**src/rtl/pll_supervisor_pkg.sv**
```systemverilog
// Shared state encoding and sizing helpers
// for the PLL lock supervisor.
package pll_sup_pkg;

  typedef enum logic [2:0] {
    RESET_PLL,
    WAIT_LOCK,
    STABILIZE,
    RUN,
    BYPASS
  } state_t;

  localparam int LOSS_W = 8;

  function automatic int max3(
    input int a,
    input int b,
    input int c
  );
    int m;
    m = (a > b) ? a : b;
    return (m > c) ? m : c;
  endfunction

endpackage

```
**src/rtl/pll_supervisor_sync_2ff.sv**
```systemverilog
// Two-flop synchronizer for a single
// asynchronous level, resets to 0.
module sync_2ff (
  input  logic clk,
  input  logic rst_n,
  input  logic d,
  output logic q
);

  logic meta;

  always_ff @(posedge clk or negedge rst_n) begin
    if (!rst_n) begin
      meta <= 1'b0;
      q    <= 1'b0;
    end else begin
      meta <= d;
      q    <= meta;
    end
  end

endmodule

```
**src/rtl/pll_supervisor.sv**
```systemverilog
// PLL bring-up sequencer: qualifies lock,
// gates sys_clk reset, falls back to bypass.
module pll_supervisor
  import pll_sup_pkg::*;
#(
  parameter int RESET_CYCLES  = 16,
  parameter int LOCK_TIMEOUT  = 4096,
  parameter int STABLE_CYCLES = 1024,
  parameter int MAX_RETRIES   = 3,
  localparam int RW = $clog2(MAX_RETRIES + 1),
  localparam int CW = $clog2(max3(RESET_CYCLES,
                                  LOCK_TIMEOUT,
                                  STABLE_CYCLES))
) (
  input  logic              ext_clk,
  input  logic              rst_n,
  input  logic              pll_locked,
  input  logic              relock_req,
  output logic              pll_resetb,
  output logic              pll_bypass,
  output logic              sys_rst_n,
  output logic              ready,
  output logic              fault,
  output logic [RW-1:0]     retry_count,
  output logic [LOSS_W-1:0] loss_count
);

  localparam logic [CW-1:0] RST_LAST = CW'(RESET_CYCLES - 1);
  localparam logic [CW-1:0] TO_LAST  = CW'(LOCK_TIMEOUT - 1);
  localparam logic [CW-1:0] STB_LAST = CW'(STABLE_CYCLES - 1);
  localparam logic [RW-1:0] RTY_MAX  = RW'(MAX_RETRIES);

  state_t        state;
  logic [CW-1:0] cnt;
  logic          lock_s;
  logic          fail;

  sync_2ff u_sync (
    .clk   (ext_clk),
    .rst_n (rst_n),
    .d     (pll_locked),
    .q     (lock_s)
  );

  // Timeout while waiting, or any drop while qualifying.
  always_comb begin
    fail = 1'b0;
    if (state == WAIT_LOCK && !lock_s && cnt == TO_LAST)
      fail = 1'b1;
    if (state == STABILIZE && !lock_s)
      fail = 1'b1;
  end

  always_ff @(posedge ext_clk or negedge rst_n) begin
    if (!rst_n) begin
      state       <= RESET_PLL;
      cnt         <= '0;
      pll_resetb  <= 1'b0;
      pll_bypass  <= 1'b0;
      sys_rst_n   <= 1'b0;
      ready       <= 1'b0;
      fault       <= 1'b0;
      retry_count <= '0;
      loss_count  <= '0;
    end else if (fail) begin
      cnt        <= '0;
      pll_resetb <= 1'b0;
      sys_rst_n  <= 1'b0;
      ready      <= 1'b0;
      if (retry_count == RTY_MAX) begin
        state      <= BYPASS;
        pll_bypass <= 1'b1;
        fault      <= 1'b1;
      end else begin
        state       <= RESET_PLL;
        retry_count <= retry_count + 1'b1;
      end
    end else begin
      unique case (state)
        RESET_PLL: begin
          if (cnt == RST_LAST) begin
            state      <= WAIT_LOCK;
            cnt        <= '0;
            pll_resetb <= 1'b1;
          end else begin
            cnt <= cnt + 1'b1;
          end
        end
        WAIT_LOCK: begin
          if (lock_s) begin
            state <= STABILIZE;
            cnt   <= '0;
          end else begin
            cnt <= cnt + 1'b1;
          end
        end
        STABILIZE: begin
          if (cnt == STB_LAST) begin
            state       <= RUN;
            cnt         <= '0;
            sys_rst_n   <= 1'b1;
            ready       <= 1'b1;
            retry_count <= '0;
          end else begin
            cnt <= cnt + 1'b1;
          end
        end
        RUN: begin
          if (!lock_s || relock_req) begin
            state      <= RESET_PLL;
            cnt        <= '0;
            pll_resetb <= 1'b0;
            sys_rst_n  <= 1'b0;
            ready      <= 1'b0;
            if (!lock_s && loss_count != '1)
              loss_count <= loss_count + 1'b1;
          end
        end
        BYPASS: begin
          if (relock_req) begin
            state       <= RESET_PLL;
            cnt         <= '0;
            pll_bypass  <= 1'b0;
            fault       <= 1'b0;
            retry_count <= '0;
            sys_rst_n   <= 1'b0;
          end else if (cnt == RST_LAST) begin
            sys_rst_n <= 1'b1;
          end else begin
            cnt <= cnt + 1'b1;
          end
        end
        default: begin
          state <= RESET_PLL;
          cnt   <= '0;
        end
      endcase
    end
  end

endmodule
```
**config.mk**
```make
export PLATFORM = sky130hd
export DESIGN_NAME = pll_supervisor
export DESIGN_NICKNAME = d
export VERILOG_FILES = /design/src/rtl/pll_supervisor_pkg.sv /design/src/rtl/pll_supervisor_sync_2ff.sv /design/src/rtl/pll_supervisor.sv
export SDC_FILE = /design/constraint.sdc
export NUM_CORES = 1
export LEC_CHECK = 0
export ABC_AREA = 1
export ABC_CLOCK_PERIOD_IN_PS = 1700
export BUFFER_PORTS_ARGS = -buffer_cell sky130_fd_sc_hd__buf_2
export CAP_MARGIN = 5
export CORE_ASPECT_RATIO = 1.5
export CORE_MARGIN = 4
export CORE_UTILIZATION = 53
export CTS_CLUSTER_SIZE = 28
export DETAILED_ROUTE_END_ITERATION = 16
export HOLD_SLACK_MARGIN = 0.05
export PLACE_DENSITY = 0.75
export RECOVER_POWER = 100
export SLEW_MARGIN = 20
export SYNTH_ARGS = -nofsm -noshare
export SYNTH_HDL_FRONTEND = slang
export SYNTH_HIERARCHICAL = 1
export SYNTH_SLANG_ARGS = --single-unit
export TNS_END_PERCENT = 5
```
**constraint.sdc**
```tcl
create_clock -name ext_clk -period 1.7 [get_ports ext_clk]
set_input_delay 0.34 -clock ext_clk [delete_from_list [all_inputs] [get_ports ext_clk]]
set_output_delay 0.34 -clock ext_clk [all_outputs]
set_load 0.01 [all_outputs]
```
==> results.txt <==
Status: complete, no violations
TritonCTS buffer count: 5
Placer congestion estimate: 0.876
Cell family with most CP delay: simple AND/OR/NAND/NOR gates
Initial antenna violation count: 0
Synth Area in Compound Gates: 6.47%
Die height: 83.1 µm
Antenna cells: 0
CP Data Required Time: 1.88 ns
Yosys reg bits: 31
CTS sink cnt: 31
Via density: 5.35
Register share of total power: 37.1%
Number of global-route vias before repair: 1939
Routed WL: 4790 µm
Finished Cell Area: 2350 µm²
Hold Crit Class: input pin to async pin
Synth Area in Adders: 1.88%
Slew @ Worst Pin: 0.754 ns
Period utilisation layout: 96.5%
Relative slew slack: 49.7%
CP max stage cell: dfrtp_1
ANT nets after route: 0
Final Power: 2.79 mW
Cell total after placement: 356
Syn Inst Count: 287
# DRC: 0
Area grow syn2layout: 17.8%
Die width: 58.1 µm
Worst path max stage delay: 0.41 ns
CP dominant cell by count: nand3_2
DP Area: 2190 µm²
Finish-stage setup viols: 0
Clk pwr share: 21.1%
Switch Pwr: 1.13 mW
Ys Warns: 6
# Max-Cap Violations: 0
CP Capture Type: flop
VDD IR max: 0.990 mV
Cells along the critical path: ha_4, nand3_2, nor2_4, nand2_1, a21oi_2, nand3_2, inv_4, nor2_1
Worst Path Arrival: 1.82 ns
Clk buf depth: 2
Sw Ratio: 40.7%
WS Path Type: flop to flop
CP Buf/Inv Count: 1
Initial Utilization: 54.6%
Final std cells w/o fill: 367
RSZ-0062 raised after global routing: true
Max Fanout on Critical Path: 7
Comb power frac: 41.8%
Number of synthesized flops with an enable pin: 0
Gr ovfl total: 0
Post-synthesis xor/xnor area fraction: 2.20%
R2r setup slk: 0.06 ns
Largest net degree at the start of global routing: 32
Cell Int Power: 1.65 mW
Final Hold Viols: 0
# rows: 27
First-pass GRT wire length: 8110 µm
R2R depth: 8
# IOs: 19
Post-Synth Simple-Gate Area: 41.6%
Initial DRT Pass Iterations: 4
Leakage: 1.20 nW
Fillers: 342
Startpoint types: flop
DR vias: 1963
Synth Flop Type: dfrtp_1
Seq/Total Area, Yosys: 38.9%
Global Route Usage Sum: 21.5%
# port buffers: 18
Distinct cell type count after synthesis: 27
Most common cell after layout, fill and taps aside: nand2_1
Die ar.: 4820 µm²
Cell Area, Synth: 1990 µm²
PD cells: 1190 nW/µm²
Clock skew after layout: 0.0129 ns
Largest family of logic cells by synthesized area: simple AND/OR/NAND/NOR gates
DRC violation total after the first TritonRoute iteration: 58
Stages on worst setup path: 8
Post-synthesis mux area share: 0%
Fmax: 610 MHz
Final critical-path required period: 1.64 ns
Share of cells above drive strength 1: 18.2%
Clock Latency Late Sink: 0.29 ns
CTS tree: built
Fin nets: 331
Reg clk slew, reported paths: 0.07 ns
CTS Hold Bufs: 0
Avg WL per Cell: 13.0 µm
Most frequent cells in the layout: nand2_1 (81), inv_1 (37), nor2_1 (31), nand3_1 (31), dfrtp_1 (31)
Htree depth: 2
Slew Limit Fails: 0
CTS Root Cell: clkbuf_8
Average size of a mapped cell: 6.94 µm²
Post-synthesis async set-or-reset flop share: 100%
Synth Net Count: 294
Hpwl dp: 3580 µm
Total core area: 3650 µm²
timing repair:
action | CTS | global route
buffers inserted | 0 | 4
pin swaps | 0 | 4
resized for setup | 3 | 13
endpoints found under the setup margin | 11 | 20
through the flow:
step | worst slack (ns) | util (%) | hold slack (ns) | TNS, ns
after CTS | 0.00337 | 62.8 | 0.107 | 0
after floorplan | 0.147 | - | 0.0444 | 0
after global routing | -0.0269 | 64.3 | 0.158 | -0.0977
final | 0.0599 | 64.3 | 0.104 | 0
after global placement | -0.0165 | 60.1 | 0.336 | -0.0922
after detailed placement | -0.0662 | 60.1 | 0.335 | -0.424
synthesized netlist by cell type, types with 2 or more instances:
cell	n	share of area, %
nor2_2	3	0.94
o21bai_1	2	0.75
nor3_1	3	0.75
nand3_2	6	3.0
xor2_1	2	0.88
inv_1	38	7.2
o21ai_1	3	0.75
a21oi_1	5	1.3
nor2_1	36	6.8
nand2_1	81	15
nand4_1	7	2.2
inv_2	3	0.57
nand3_1	34	8.5
ha_1	3	1.9
xnor2_1	3	1.3
dfrtp_1	31	39
nand2_2	6	1.9
o21ai_0	10	2.5
nand3b_1	3	1.1
path summary, 6_finish.rpt:
kind	startpoint	to
hold reg to reg	u_sync/meta	u_sync/q
setup / recovery	cnt[1]	cnt[4]
max in group asynchronous	rst_n	sys_rst_n
hold / removal	rst_n	cnt[3]
min in group ext_clk	pll_locked	u_sync/meta
setup reg to reg	cnt[1]	cnt[4]
area by class of cell:
| class | instances | area, µm² | share of cell area, % |
|---|---|---|---|
| Clock buffer | 6 | 82.6 | 3.52 |
| Clock inverter | 1 | 5.00 | 0.213 |
| Inverter | 42 | 160 | 6.83 |
| Multi-Input combinational cell | 212 | 1090 | 46.6 |
| Sequential cell | 31 | 776 | 33.1 |
| Tap cell | 43 | 53.8 | 2.29 |
| Timing Repair Buffer | 32 | 176 | 7.52 |
kinds of logic (layout without fill, tap and decap cells):
family / Yosys count / after routing
xor+xnor: 5 / 5
buf+inv: 44 / 81
fa+ha+maj: 3 / 3
flops: 31 / 31
simple gates: 181 / 181
compound gates: 23 / 23
registers in the layout (all words and copies together) (netlist names):
register and cells:
sys_rst_n 1, state 3, fault 1, cnt 12, ready 1, retry_count 2, pll_resetb 1, loss_count 8
u_sync/meta 1, u_sync/q 1
power by group through the flow:
| stage | Combinational, mW | Clock, mW | Sequential [mW] |
|---|---|---|---|
| 6_report | 1.17 | 0.588 | 1.03 |
| 5_1_grt | 1.33 | 0.633 | 1.05 |
| 4_1_cts | 1.14 | 0.607 | 1.02 |
| 3_5_place_dp | 1.12 | 0 | 1.03 |
| 3_3_place_gp | 1.11 | 0 | 1.03 |
| 2_1_floorplan | 0.713 | 0 | 1.06 |
worst reg2reg max path: cells and delay by family (launching register included):
family	cells	cell delay, ns
AOI/OAI and AO/OA	1	0.20
buffers and inverters	1	0.14
adders and majority gates	1	0.17
and+or+nand+nor	5	0.60
DFF	1	0.41
routing by layer:
| metal | global-route usage (%) | part of all wire, % | vias up |
|---|---|---|---|
| met4 | 9.49 | 2.5 | 0 |
| li1 | - | - | 985 |
| met1 | 23.8 | 40 | 924 |
| met3 | 4.20 | 3.5 | 13 |
| met2 | 38.2 | 54 | 41 |
| met5 | 0 | 0 | - |
Power figures use the tool's default switching activity.
